File: src/rtl/reg_bank_s8_ctrl.sv
// -----------------------------------------------------------------------------
// reg_bank_s8_ctrl
//
// Command-level master for the 8-entry x 8-bit register bank (RegBankS8).
// Host commands arrive over a valid/ready handshake. They are turned into the
// bank's 12-bit instruction stream {opcode[3:0], imm[7:0]}.
//
// Commands (cmd_op):
//   00 write      : one LDidx instruction carrying cmd_data
//   01 snapshot   : RDO 0..7 back to back; rb_out is captured into a shadow
//                   word, which is then published on snap with a snap_valid pulse
//   10 clear-all  : LD0..LD7 with imm 8'h00
//   11 illegal    : one-cycle cmd_err pulse, nothing is sent to the bank
//
// Handshake: a command is accepted on a rising edge where cmd_valid and
// cmd_ready are both high. cmd_op/cmd_idx/cmd_data are sampled only on that
// edge. cmd_ready is registered and is high only while idle. cmd_valid is
// ignored at all other times.
//
// Ports:
//   clock       in   rising-edge clock
//   reset       in   asynchronous active-low reset
//   cmd_valid   in   host command present
//   cmd_ready   out  controller idle, command will be accepted
//   cmd_op      in   [1:0] opcode
//   cmd_idx     in   [2:0] register index (write)
//   cmd_data    in   [7:0] register data (write)
//   rb_inst     out  [11:0] instruction to bank
//   rb_inst_en  out  instruction enable to bank
//   rb_out      in   [7:0] bank read data
//   snap        out  [63:0] last completed snapshot, byte k = register k
//   snap_valid  out  one-cycle pulse, snap just updated
//   cmd_err     out  one-cycle pulse, illegal opcode accepted
//   dbg_state   out  [2:0] current FSM state (observation only)
//
// Parameter ReadLatency (1..4): number of cycles from the cycle an RDO is
// driven to the cycle whose end has rb_out holding that register.
// -----------------------------------------------------------------------------

`ifndef RegBankS8_NOP
`define RegBankS8_NOP 4'h0
`define RegBankS8_LD0 4'h1
`define RegBankS8_LD1 4'h2
`define RegBankS8_LD2 4'h3
`define RegBankS8_LD3 4'h4
`define RegBankS8_LD4 4'h5
`define RegBankS8_LD5 4'h6
`define RegBankS8_LD6 4'h7
`define RegBankS8_LD7 4'h8
`define RegBankS8_RDO 4'h9
`endif

module reg_bank_s8_ctrl #(
    parameter int ReadLatency = 1
) (
    input  logic        clock,
    input  logic        reset,
    input  logic        cmd_valid,
    output logic        cmd_ready,
    input  logic [1:0]  cmd_op,
    input  logic [2:0]  cmd_idx,
    input  logic [7:0]  cmd_data,
    output logic [11:0] rb_inst,
    output logic        rb_inst_en,
    input  logic [7:0]  rb_out,
    output logic [63:0] snap,
    output logic        snap_valid,
    output logic        cmd_err,
    output logic [2:0]  dbg_state
);

    typedef enum logic [2:0] {
        S_IDLE  = 3'd0,
        S_WRITE = 3'd1,
        S_CLEAR = 3'd2,
        S_READ  = 3'd3,
        S_DRAIN = 3'd4,
        S_DONE  = 3'd5,
        S_ERR   = 3'd6
    } state_t;

    localparam logic [11:0] InstNop = {`RegBankS8_NOP, 8'h00};

    state_t      r_state;
    logic        r_cmd_ready;
    logic [11:0] r_inst;
    logic        r_inst_en;
    logic [63:0] r_snap;
    logic        r_snap_valid;
    logic        r_cmd_err;
    logic [2:0]  r_cnt;

    // Capture pipeline: stage 0 is loaded at the end of each RDO cycle, and
    // the last stage names the byte whose data sits on rb_out in this cycle.
    logic [ReadLatency-1:0] r_cap_v;
    logic [2:0]             r_cap_idx [ReadLatency];
    logic [63:0]            r_shadow;

    logic        w_rdo_issue;
    logic        w_cap_fire;
    logic [2:0]  w_cap_idx;
    logic [63:0] w_shadow_next;
    logic [2:0]  w_cnt_inc;

    function automatic logic [3:0] ld_opcode(input logic [2:0] idx);
        logic [3:0] op;
        case (idx)
            3'd0:    op = `RegBankS8_LD0;
            3'd1:    op = `RegBankS8_LD1;
            3'd2:    op = `RegBankS8_LD2;
            3'd3:    op = `RegBankS8_LD3;
            3'd4:    op = `RegBankS8_LD4;
            3'd5:    op = `RegBankS8_LD5;
            3'd6:    op = `RegBankS8_LD6;
            default: op = `RegBankS8_LD7;
        endcase
        return op;
    endfunction

    // Derived from the registered instruction outputs, so the pipeline tracks
    // exactly what the bank was shown.
    assign w_rdo_issue = r_inst_en && (r_inst[11:8] == `RegBankS8_RDO);
    assign w_cap_fire  = r_cap_v[ReadLatency-1];
    assign w_cap_idx   = r_cap_idx[ReadLatency-1];
    assign w_cnt_inc   = r_cnt + 3'd1;

    // rb_out is looked at only when a capture is due, so junk on it at
    // other times never reaches the shadow.
    always_comb begin
        w_shadow_next = r_shadow;
        if (w_cap_fire) begin
            w_shadow_next[{w_cap_idx, 3'b000} +: 8] = rb_out;
        end
    end

    always_ff @(posedge clock or negedge reset) begin
        if (!reset) begin
            r_cap_v  <= '0;
            r_shadow <= 64'h0;
            for (int i = 0; i < ReadLatency; i++) begin
                r_cap_idx[i] <= 3'd0;
            end
        end else begin
            r_cap_v[0]   <= w_rdo_issue;
            r_cap_idx[0] <= r_inst[2:0];
            for (int i = 1; i < ReadLatency; i++) begin
                r_cap_v[i]   <= r_cap_v[i-1];
                r_cap_idx[i] <= r_cap_idx[i-1];
            end
            r_shadow <= w_shadow_next;
        end
    end

    // Control FSM. All outputs are registered: the value loaded on an edge is
    // what the bank/host sees for the whole following cycle.
    always_ff @(posedge clock or negedge reset) begin
        if (!reset) begin
            r_state      <= S_IDLE;
            r_cmd_ready  <= 1'b0;
            r_inst       <= InstNop;
            r_inst_en    <= 1'b0;
            r_snap       <= 64'h0;
            r_snap_valid <= 1'b0;
            r_cmd_err    <= 1'b0;
            r_cnt        <= 3'd0;
        end else begin
            case (r_state)
                S_IDLE: begin
                    r_cmd_ready  <= 1'b1;
                    r_inst       <= InstNop;
                    r_inst_en    <= 1'b0;
                    r_snap_valid <= 1'b0;
                    r_cmd_err    <= 1'b0;
                    // r_cmd_ready is low on the first edge after reset, so
                    // nothing is accepted until the host has seen ready.
                    if (cmd_valid && r_cmd_ready) begin
                        r_cmd_ready <= 1'b0;
                        r_cnt       <= 3'd0;
                        case (cmd_op)
                            2'b00: begin
                                r_state   <= S_WRITE;
                                r_inst    <= {ld_opcode(cmd_idx), cmd_data};
                                r_inst_en <= 1'b1;
                            end
                            2'b01: begin
                                r_state   <= S_READ;
                                r_inst    <= {`RegBankS8_RDO, 8'h00};
                                r_inst_en <= 1'b1;
                            end
                            2'b10: begin
                                r_state   <= S_CLEAR;
                                r_inst    <= {`RegBankS8_LD0, 8'h00};
                                r_inst_en <= 1'b1;
                            end
                            default: begin
                                r_state   <= S_ERR;
                                r_cmd_err <= 1'b1;
                            end
                        endcase
                    end
                end

                S_WRITE: begin
                    r_state     <= S_IDLE;
                    r_inst      <= InstNop;
                    r_inst_en   <= 1'b0;
                    r_cmd_ready <= 1'b1;
                end

                S_CLEAR: begin
                    if (r_cnt == 3'd7) begin
                        r_state     <= S_IDLE;
                        r_inst      <= InstNop;
                        r_inst_en   <= 1'b0;
                        r_cmd_ready <= 1'b1;
                    end else begin
                        r_cnt  <= w_cnt_inc;
                        r_inst <= {ld_opcode(w_cnt_inc), 8'h00};
                    end
                end

                S_READ: begin
                    if (r_cnt == 3'd7) begin
                        r_state   <= S_DRAIN;
                        r_inst    <= InstNop;
                        r_inst_en <= 1'b0;
                    end else begin
                        r_cnt  <= w_cnt_inc;
                        r_inst <= {`RegBankS8_RDO, 5'b0, w_cnt_inc};
                    end
                end

                S_DRAIN: begin
                    // Byte 7 is captured on this same edge, so snap takes the
                    // shadow value including it: a partial word never shows.
                    if (w_cap_fire && (w_cap_idx == 3'd7)) begin
                        r_state      <= S_DONE;
                        r_snap       <= w_shadow_next;
                        r_snap_valid <= 1'b1;
                    end
                end

                S_DONE: begin
                    r_state      <= S_IDLE;
                    r_snap_valid <= 1'b0;
                    r_cmd_ready  <= 1'b1;
                end

                S_ERR: begin
                    r_state     <= S_IDLE;
                    r_cmd_err   <= 1'b0;
                    r_cmd_ready <= 1'b1;
                end

                default: begin
                    r_state     <= S_IDLE;
                    r_inst      <= InstNop;
                    r_inst_en   <= 1'b0;
                    r_cmd_ready <= 1'b0;
                end
            endcase
        end
    end

    assign cmd_ready  = r_cmd_ready;
    assign rb_inst    = r_inst;
    assign rb_inst_en = r_inst_en;
    assign snap       = r_snap;
    assign snap_valid = r_snap_valid;
    assign cmd_err    = r_cmd_err;
    assign dbg_state  = r_state;

endmodule

File: config.mk
export PLATFORM = sky130hd
export DESIGN_NAME = reg_bank_s8_ctrl
export DESIGN_NICKNAME = d
export VERILOG_FILES = /design/src/rtl/reg_bank_s8_ctrl.sv
export SDC_FILE = /design/constraint.sdc
export NUM_CORES = 1
export LEC_CHECK = 0
export ABC_AREA = 1
export BUFFER_PORTS_ARGS = -buffer_cell sky130_fd_sc_hd__buf_2
export CAP_MARGIN = 20
export CORE_ASPECT_RATIO = 0.75
export CORE_MARGIN = 2
export CORE_UTILIZATION = 50
export CTS_CLUSTER_DIAMETER = 80
export DETAILED_ROUTE_END_ITERATION = 16
export MAX_ROUTING_LAYER = met4
export PLACE_DENSITY = 0.83
export SYNTH_ARGS = -nofsm -noshare
export SYNTH_HDL_FRONTEND = slang
export SYNTH_SLANG_ARGS = --single-unit
File: constraint.sdc
create_clock -name clock -period 1.9 [get_ports clock]
set_clock_uncertainty 0.2 [all_clocks]
set_input_delay 0.475 -clock clock [delete_from_list [all_inputs] [get_ports clock]]
set_output_delay 0.475 -clock clock [all_outputs]
set_load 0.005 [all_outputs]
Word-level counts from Yosys, hierarchy flattened
Cells that the tools add are included.
Storage, ports and cells
  flip-flop bits (word level): 154
  input bits: 24
  output and inout bits: 83
  logic and storage cells: 98
Cells by class
  add/subtract/negate cells: 2
  equality and inequality tests: 29
  shifts and indexed selects: 2
  multiplexer cells: 30
  bitwise gates (word level): 2
  reduce and logical (&&, ||, !) cells: 22
Operator list (count)
  64-bit bitwise mux: 1
  64-bit 2-to-1 mux: 1
  8-bit by 8-bit variable shift with 64-bit output (first input constant): 1
  8-bit by 8-bit indexed part select with 64-bit output: 1
  4-bit one-hot mux with 7 select lines: 2
  12-bit one-hot mux with 4 select lines: 1
  12-bit 2-to-1 mux: 3
  12-bit one-hot mux with 3 select lines: 1
  3-bit equality test (second input constant): 11
  3-bit by 2-bit equality test with 1-bit output (second input constant): 6
  3-bit 2-to-1 mux: 6
  3-bit one-hot mux with 4 select lines: 1
  2-bit != test (second input constant): 5
  3-bit by 1-bit equality test with 1-bit output (second input constant): 3
  3-bit zero test: 3
  3-bit one-hot mux with 3 select lines: 1
  3-bit OR reduction: 3
  1-bit 2-to-1 mux: 8
  6-bit negation with 8-bit output: 1
  2-bit AND reduction: 4
  3-bit one-hot mux with 2 select lines: 1
  2-bit nonzero test: 3
  2-bit OR reduction: 3
  4-bit equality test (second input constant): 1
  other kinds (12): 16

Longest topological paths before layout
Gate-level depths: netlist (run 1).
  depth after elaboration: 5
  mapped depth: 11

Worst setup path before layout (run 1)
No wires, ideal clock.
  path kind: register -> register
  from: reg r_cap_idx[0] (netlist bit)
  to: reg r_shadow[24]
  data arrival time: 1.667 ns
  required time: 1.581 ns
  path slack: -0.086 ns
  stages on the path, launching flop included: 9
  period minus slack after synthesis: 1.986 ns
  path through: dfrtp_1 -> inv_2 -> ha_1 -> ha_1 -> inv_2 -> buf_2 -> nor3_4 -> nand3_1 -> and2_1
On the way
  cells in the longest elaborated chain, start to end: 4
RTL lines
  start, declared: line 96  | logic [2:0] r_cap_idx [ReadLatency];
  start signal, assigned by index: line 148  | r_cap_idx[i] <= r_cap_idx[i-1];
  6-bit negation with 8-bit output *: line 132  | w_shadow_next[{w_cap_idx, 3'b000} +: 8] = rb_out;
  8-bit by 8-bit indexed part select with 64-bit output or 8-bit by 8-bit variable shift with 64-bit output (tied branches): line 132
  64-bit bitwise mux *: line 132
  64-bit 2-to-1 mux *: line 131  | if (w_cap_fire) begin
  via w_shadow_next[24]: line 102  | logic [63:0] w_shadow_next;
  end signal, assigned: line 150  | r_shadow <= w_shadow_next;
  end, declared: line 97  | logic [63:0] r_shadow;
The timed path passes the listed nets; every way through them passes the cells marked *.
A chain may end at the register's enable or synchronous reset.

Final worst setup path (run 1)
  from: reg r_cap_idx[1] (netlist bit)
  to: reg r_shadow[6]
The elaborated chain is that of the path after synthesis.

==> summary.txt, run 1 <==
Status
  – Status: finished with violations
  – Failing checks: setup timing

Worst setup path
  – Top cell family by delay on the critical path: simple AND/OR/NAND/NOR gates
  – CP Data Required Time: ~2100 ps
  – R2r worst-path depth: 10
  – Number of stages on the worst setup path: 10
  – Critical Path AT: between 2000 and 2500 ps
  – Reg-to-Reg End: r_shadow[6]
  – Crit end category: flop
  – Crit path kind: flop to flop
  – Slowest CP cell: dfrtp_1
  – CP startpoint kind: flop
  – Worst reg2reg setup slack: -100 ps
  – Reg-to-reg startpoint: r_cap_idx[1]
  – CP cell instances: inv_2 > ha_4 > ha_4 > inv_4 > nand2_4 > buf_6 > nor2_4 > nand2_4 > nand2_2 > and2_1
  – Buf+Inv Stages, Crit Path: 3
  – Crit-path max cell delay: 400 ps
  – CP max FO: 8

Synthesis
  – Synth area leader: dfrtp_1
  – YS warnings: 0
  – Cells after synthesis: approximately 820
  – Synth cell count leaders: 269 x nand2_1, 154 x dfrtp_1, 104 x nand3_1
  – Avg Inst Size Synth: a little under 9 µm²
  – Synth top area cells: dfrtp_1 55%, nand2_1 14%, nand3_1 7.4%
  – Post-synth EDFFs: 0
  – Most frequent cell after synthesis: nand2_1
  – Mapped cell area: approximately 7000 µm²
  – Post-synth net total: 852
  – Seq cells post-synth: 154
  – Synth unique cells: 30
  – Sequential area share after synthesis: 0.546
  – Asr flop ratio synth: 1.00
  – Main synth FF type: dfrtp_1
  – Post-synth top area share: 0.546

Power and ir drop
  – P_leak: ~4.6 nW
  – Power density over cell area: around 1000 nW/µm²
  – Post-layout power: just over 9 mW
  – Worst vdd ir: 0.674 mV

Drt
  – Final WL: 19.2 mm
  – Vias per cell: 5.32
  – DRC viols: 0
  – Drt pass-1 iters: 6
  – Vias: roughly 6200
  – Initial DRC count: about 500
  – WL per Instance: 16.3 µm
  – Post-route antenna net violation count: 0

Placement
  – Post-Place Cells: around 1100
  – HPWL Detailed: about 12 mm
  – Input/output buffers: between 100 and 150
  – Gpl congestion: 0.947
  – Area after DPL: slightly above 8000 µm²

STA
  – FMAX: 500 MHz
  – Final min period: approximately 2000 ps
  – Final Cycle Share: 1.05
  – Setup tns final: -2530 ps
  – Hold WS: roughly 56 ps
  – Unrepaired setup endpoints after global routing: true
  – Final hold vios: 0
  – Endpoints failing setup: 64
  – Fin. max-slew vios: 0
  – Final WS setup: -101 ps
  – Worst Tran Pin Value: 536 ps
  – Slew margin rel.: 0.643

Layout
  – Ant. Diodes: 0
  – Cell area after layout: about 9500 µm²
  – Multi-input gate area: about 3200 µm²
  – Nets: 1021
  – Sequential Area: roughly 3900 µm²
  – Synth-to-Final Area Change: 34.9%
  – Layout Cells excl Fill: 1174
  – Layout cell share with drive strength beyond 1: 0.338
  – FILL cells: between 900 and 1000

Clocking
  – H-Tree Depth: 4
  – Root Driver: clkbuf_16
  – Num CTS Buffers: 17
  – CTS Sinks: around 150
  – Reg clk slew, reported paths: approximately 60 ps
  – Clk buf depth: 2
  – TritonCTS clock tree: done
  – Skew-Pair Late Insertion Delay: 430 ps

Worst hold path
  – Hold endpoint: rb_inst[2]
  – Cell count of the worst hold path: 3
  – Hold WC Path Type: primary input to flop
  – Worst hold start: cmd_data[2]

Global routing
  – GR Overflow Total: 0
  – Total global-route track usage: 0.262
  – Largest net degree at the start of global routing: 38
  – Initial antenna violation count: 0
  – First-pass GRT wire length: roughly 30 mm
  – Vias in the first global route: just under 6000

Die
  – Core Footprint: about 14000 µm²
  – Die extent in y: about 110 µm
  – Die ar.: about 15000 µm²
  – Die X-Extent: 141 µm
  – # IOs: approximately 110
  – Num rows: 37
  – Initial Utilization: 0.514

Run
  – Max Cap Viol: 0
[cells by family after synthesis]
| group | count (synthesis) | synth area share |
|---|---|---|
| xor gates and xnor gates | 1 | 0.00124 |
| DFF | 154 | 0.546 |
| and+or+nand+nor | 512 | 0.345 |
| AOI/OAI and AO/OA | 17 | 0.0126 |
| buffers and inverters | 122 | 0.0760 |
| adders and majority gates | 11 | 0.0195 |
[sequential cells by signal, indices dropped and copies added (netlist names)]
register	count
r_shadow	64
snap	64
rb_inst	12
dbg_state	3
r_cap_idx	3
r_cnt	3
cmd_err	1
cmd_ready	1
r_cap_v	1
rb_inst_en	1
snap_valid	1
[cells in the final DEF, fill, tap and decap left out, types with 11 or more instances in the layout]
cell	n
nand3_4	16
buf_4	40
nand2_2	39
buf_2	105
nor2_1	15
nand2_1	225
and2_4	13
nand3_2	37
nand4_1	40
buf_12	11
inv_1	87
dfrtp_1	154
clkbuf_16	18
o21ai_0	12
and2_1	48
buf_6	14
nand3_1	58
[layout make-up]
cell class | instances | area share
timing repair buffer | 174 | 0.134
sequential | 154 | 0.405
multi-input combinational | 542 | 0.340
tap | 175 | 0.0230
clock buffer | 22 | 0.0498
clock inverter | 10 | 0.00972
inverter | 97 | 0.0390
[per-layer routing]
layer	share of wire	wire length [µm]	vias to the layer above	track usage
li1	-	-	2946	-
met3	0.063	1210	28	0.0679
met1	0.46	8740	3035	0.367
met5	0	0	-	-
met2	0.47	8920	240	0.380
met4	0.015	292	0	0.0743
[tightest hold or removal path, delay by kind of cell]
kind / cells / cell delay, ps
AND/OR/NAND/NOR: 2 / 90
buffers and inverters: 1 / 80
[power by group]
part | internal [mW] | switching, mW | total, mW | leakage [nW]
Clock | 1.90 | 1.34 | 3.24 | 0.269
Sequential | 3.50 | 0.142 | 3.64 | 1.78
Combinational | 0.942 | 1.54 | 2.48 | 2.59
[how the worst max path moves through the flow]
| stage | endpoint | startpoint | slack [ps] |
|---|---|---|---|
| 2_1_floorplan | r_shadow[48] | r_cap_idx[0] | 1 |
| 3_3_place_gp | snap[7] | r_cap_idx[1] | -20 |
| 3_5_place_dp | snap[7] | r_cap_idx[1] | -100 |
| 4_1_cts | r_shadow[61] | r_cap_idx[1] | -0.4 |
| 5_1_grt | snap[0] | r_cap_idx[0] | -170 |
| 6_report | r_shadow[6] | r_cap_idx[1] | -100 |
[per-stage QoR]
stage / utilization / worst slack (ps)
final: 0.693 / -101
after CTS: 0.654 / -0.389
after global placement: 0.595 / -21.3
after global routing: 0.693 / -169
after floorplan: - / 1.06
after detailed placement: 0.595 / -98.0
[timing repair]
action | in CTS | in global routing
hold buffers | 1 | 0
setup buffers | 9 | 8
gates cloned | 2 | 1
pin swaps | 13 | 69
setup endpoints to repair | 69 | 128
hold endpoints to repair | 29 | 0
gates resized for setup | 29 | 118
No activity file was read; power rests on OpenSTA's default activity.
==> run 2: changes to the inputs <==
CELL_PAD_IN_SITES_DETAIL_PLACEMENT = 0   (was unset)
CELL_PAD_IN_SITES_GLOBAL_PLACEMENT = 1   (was unset)
CORE_UTILIZATION = 39   (was 50)
PLACE_DENSITY = 0.85   (was 0.83)
==> summary.txt, run 2 (same netlist as run 1, synthesis figures left out) <==
Global routing
  – Met2 Use GR: 0.280
  – Largest net degree at the start of global routing: 48
  – Met3 Use GR: 0.0381
  – GR Overflow Total: 0
  – Met1 Use GR: 0.289
  – Total global-route track usage: 0.198
  – First-pass GRT wire length: roughly 29 mm
  – Busiest grt layer: met1
  – Initial antenna violation count: 0
  – Vias in the first global route: 5524

STA
  – Unrepaired setup endpoints after global routing: true
  – Final min period: 1970 ps
  – Hold WS: 51.1 ps
  – Slew margin rel.: 0.593
  – Setup tns final: -565 ps
  – Final WS setup: -68.4 ps
  – Final Cycle Share: 1.04
  – Endpoints failing setup: 22
  – Worst Tran Pin Value: 609 ps
  – Final hold vios: 0
  – Fin. max-slew vios: 0
  – FMAX: around 510 MHz

Die
  – Die extent in y: around 120 µm
  – # IOs: roughly 110
  – Die X-Extent: 159 µm
  – Core Footprint: around 18000 µm²
  – Die ar.: around 19000 µm²
  – Initial Utilization: 0.399
  – Num rows: 42

Layout
  – Ant. Diodes: 0
  – Nets: ~1000
  – Layout cell share with drive strength beyond 1: 0.275
  – Most frequent cells in the layout: 259 x nand2_1, 154 x dfrtp_1, 105 x buf_2
  – Synth-to-Final Area Change: 31.5%
  – FILL cells: approximately 1600
  – Commonest non-fill, non-tap cell in the layout: nand2_1
  – Sequential Area: 3850 µm²
  – Multi-input gate area: between 3000 and 4000 µm²
  – Cell area after layout: slightly above 9000 µm²

Drt
  – Drt pass-1 iters: 5
  – Post-route antenna net violation count: 0
  – Initial DRC count: between 400 and 500
  – Vias: 5879
  – WL per Instance: about 15 µm
  – DRC viols: 0
  – Final WL: 18.0 mm
  – Vias per cell: about 4.8

Placement
  – Area after DPL: between 8000 and 9000 µm²
  – HPWL Detailed: between 10 and 15 mm
  – Input/output buffers: around 110
  – Gpl congestion: roughly 0.91

Worst setup path
  – CP Data Required Time: 2020 ps
  – Crit path kind: flop to flop
  – Critical Path AT: 2090 ps
  – CP startpoint kind: flop
  – Worst reg2reg setup slack: -70 ps
  – Reg-to-reg startpoint: r_cap_idx[0]
  – Reg-to-Reg End: r_shadow[2]
  – Crit end category: flop
  – R2r worst-path depth: 10
  – CP max FO: 5

Power and ir drop
  – Worst vdd ir: ~0.57 mV
  – P_leak: 4.59 nW
  – Power density over cell area: between 1000 and 1500 nW/µm²

Clocking
  – Clk buf depth: 2
  – Skew-Pair Late Insertion Delay: approximately 430 ps
  – Num CTS Buffers: 17
  – Reg clk slew, reported paths: roughly 60 ps
  – H-Tree Depth: 4
  – CTS Sinks: roughly 150
  – TritonCTS clock tree: done
  – Root Driver: clkbuf_16

Status
  – Failing checks: setup timing
  – Status: finished with violations

Worst hold path
  – Worst hold start: cmd_data[2]
  – Cell count of the worst hold path: 3
  – Hold endpoint: rb_inst[2]
  – Hold WC Path Type: primary input to flop

Run
  – Max Cap Viol: 0
## run 2: cell types whose count changed in the layout (fill, tap and decap cells not counted), moves of 5 or more
cell      before  now
clkinv_4       1    6
nand3_2       37   26
and2_4        13    6
buf_4         40   33
and2_1        48   55
nand2_1      225  259
nand3_4       16    9
nand2_2       39    8
nand3_1       58   76
## run 2: metrics by stage
| stage | util | setup slack, ps | total power, mW | instances |
|---|---|---|---|---|
| after floorplan | - | 1.06 | 4.96 | 817 |
| after global placement | 0.467 | -84.0 | 5.81 | 1189 |
| after detailed placement | 0.467 | -133 | 5.84 | 1189 |
| after CTS | 0.507 | -17.6 | 9.48 | 1227 |
| after global routing | 0.524 | -136 | 10.1 | 1228 |
| final | 0.524 | -68.4 | 9.62 | 1228 |
## run 2: critical path, cell delays in order, from the launching register on
cell,delay [ps]
dfrtp_1,380
inv_2,80
ha_4,140
ha_4,200
inv_4,70
nand2_4,50
buf_6,120
nor2_4,210
buf_6,150
nand3_2,80
and2_4,180
## run 2: worst max path at each step
stage | startpoint | to | slack [ps]
floorplan | r_cap_idx[0] | r_shadow[48] | 1
global placement | r_cap_idx[1] | snap[3] | -80
detailed placement | r_cap_idx[1] | snap[7] | -130
CTS | r_cap_idx[1] | snap[35] | -20
global route | r_cap_idx[1] | r_shadow[2] | -140
finish | r_cap_idx[0] | r_shadow[2] | -70
## run 2: report_power, final
| part | total (mW) | leakage [nW] | switching (mW) | internal (mW) |
|---|---|---|---|---|
| Sequential | 3.65 | 1.78 | 0.156 | 3.49 |
| Combinational | 2.41 | 2.50 | 1.46 | 0.954 |
| Clock | 3.56 | 0.305 | 1.41 | 2.15 |
## run 2: layout make-up
class | instances | area share
Clock inverter | 13 | 0.0181
Tap cell | 242 | 0.0326
Multi-Input combinational cell | 542 | 0.323
Clock buffer | 19 | 0.0488
Inverter | 97 | 0.0411
Timing Repair Buffer | 161 | 0.121
Sequential cell | 154 | 0.415
## run 2: per-layer routing
metal | routed length, µm | share of wire
met1 | 9100 | 0.51
met2 | 7820 | 0.44
met3 | 832 | 0.046
met4 | 200 | 0.011
met5 | 0 | 0
## run 2: timing repair
item	CTS	global route
hold endpoints to repair	30	0
buffers inserted	5	0
resized for setup	10	71
endpoints found under the setup margin	90	132
gates cloned	0	1
pin swaps	8	53
hold buffers	1	0
==> run 3: changes to the inputs <==
CORE_UTILIZATION = 46   (was 39)
PLACE_DENSITY = 0.94   (was 0.85)
clock period = 2.4 ns   (was 1.9 ns; I/O delays follow)
==> summary.txt, run 3 (same netlist as run 1, synthesis figures left out) <==
Global routing
  – Initial antenna violation count: 0
  – Total global-route track usage: 0.232
  – Vias in the first global route: 5585
  – First-pass GRT wire length: 28.8 mm
  – Largest net degree at the start of global routing: 47
  – GR Overflow Total: 0

Drt
  – Drt pass-1 iters: 5
  – Vias: 5706
  – Final WL: roughly 17 mm
  – Vias per cell: approximately 4.9
  – Post-route antenna net violation count: 0
  – WL per Instance: 14.8 µm
  – DRC viols: 0
  – Initial DRC count: between 300 and 400

Die
  – Core Footprint: around 15000 µm²
  – Initial Utilization: 0.467
  – Die X-Extent: about 150 µm
  – Die ar.: about 16000 µm²
  – Die extent in y: ~110 µm
  – # IOs: ~110
  – Num rows: 39

Power and ir drop
  – P_leak: between 4 and 5 nW
  – Post-layout power: 7.06 mW
  – Worst vdd ir: between 0.4 and 0.5 mV
  – Power density over cell area: 832 nW/µm²

STA
  – FMAX: between 400 and 500 MHz
  – Setup tns final: 0 ps
  – Final min period: approximately 2200 ps
  – Fin. max-slew vios: 0
  – Final Cycle Share: 0.929
  – Final hold vios: 0
  – Unrepaired setup endpoints after global routing: false
  – Worst Tran Pin Value: between 900 and 1000 ps
  – Endpoints failing setup: 0
  – Slew margin rel.: 0.391

Clocking
  – Clk buf depth: 2
  – Skew-Pair Late Insertion Delay: ~430 ps
  – CTS Sinks: ~150
  – Root Driver: clkbuf_16
  – TritonCTS clock tree: done
  – H-Tree Depth: 4
  – # Post-CTS Setup Buffers: 0
  – Reg clk slew, reported paths: roughly 70 ps
  – Num CTS Buffers: 17

Placement
  – Post-Place Cells: approximately 1100
  – Input/output buffers: 106
  – Gpl congestion: between 0.8 and 0.9
  – HPWL Detailed: 11.6 mm

Layout
  – Synth-to-Final Area Change: 20.1%
  – Ant. Diodes: 0
  – Nets: just under 1000
  – Sequential Area: about 3900 µm²
  – Multi-input gate area: around 2700 µm²
  – Most frequent cells in the layout: 269 x nand2_1, 154 x dfrtp_1, 105 x buf_2
  – Commonest non-fill, non-tap cell in the layout: nand2_1
  – FILL cells: 1398
  – Layout Cells excl Fill: ~1200
  – Layout cell share with drive strength beyond 1: 0.193

Worst setup path
  – Crit-path max cell delay: about 400 ps
  – CP Data Required Time: 2560 ps
  – Critical Path AT: approximately 2400 ps
  – Cell seen most often among critical-path stages: nand2_1
  – CP cell instances: inv_2 > ha_1 > ha_1 > inv_1 > nand2_1 > nor2_4 > nand3_2 > nand2_1 > nand3_1 > nand2_1
  – CP max FO: 10
  – Crit end category: flop
  – Worst reg2reg setup slack: about 170 ps
  – CP startpoint kind: flop
  – Reg-to-Reg End: snap[30]
  – R2r worst-path depth: 10
  – Slowest CP cell: dfrtp_1
  – Crit path kind: flop to flop
  – Reg-to-reg startpoint: r_cap_idx[0]

Run
  – Max Cap Viol: 0

Worst hold path
  – Worst hold start: cmd_data[1]
  – Hold WC Path Type: primary input to flop
  – Hold endpoint: rb_inst[1]
  – Cell count of the worst hold path: 3

Status
  – Status: complete, no violations
run 3: routing by layer:
layer | vias up | global-route usage | routed length [µm] | part of all wire
met5 | - | - | 0 | 0
met2 | 143 | 0.331 | 7500 | 0.44
li1 | 2828 | - | - | -
met1 | 2715 | 0.336 | 8420 | 0.49
met4 | 0 | 0.0571 | 200 | 0.012
met3 | 20 | 0.0572 | 937 | 0.055
run 3: cell type report:
class / instances / area share
Multi-Input combinational cell: 541 / 0.317
Tap cell: 205 / 0.0302
Inverter: 97 / 0.0434
Sequential cell: 154 / 0.454
Timing Repair Buffer: 125 / 0.0848
Clock inverter: 15 / 0.0199
Clock buffer: 17 / 0.0501
run 3: worst max-delay path by stage:
stage / from / to / depth (start not counted)
CTS: r_cap_idx[0] / snap[30] / 10
global placement: r_cap_idx[0] / snap[24] / 10
global route: r_cap_idx[0] / snap[49] / 8
detailed placement: r_cap_idx[0] / snap[30] / 10
finish: r_cap_idx[0] / snap[30] / 10
floorplan: r_cap_idx[0] / r_shadow[24] / 8
run 3: what timing repair did:
action | in CTS | in global routing
gates resized for setup | 0 | 5
endpoints found under the setup margin | 0 | 29
hold buffers | 1 | 0
hold endpoints to repair | 42 | 0
run 3: worst max-delay path, delay by kind of cell, from the launching register on:
kind          cells  cell delay [ps]
buf+inv           2              190
simple gates      6              950
flops             1              410
fa+ha+maj         2              410
run 3: through the flow:
stage	util	hold slack, ps	worst slack, ps	area, µm²
2_1_floorplan	-	104	414	7060
3_3_place_gp	0.520	231	117	7860
3_5_place_dp	0.520	233	112	7860
4_1_cts	0.560	163	55.4	8470
5_1_grt	0.561	178	10.2	8480
6_report	0.561	179	170	8480
run 3: report_power, final:
part / switching, mW / total, mW / internal [mW]
logic: 0.994 / 1.45 / 0.455
clock network: 1.14 / 2.69 / 1.55
registers: 0.152 / 2.92 / 2.77
total: 2.29 / 7.06 / 4.77
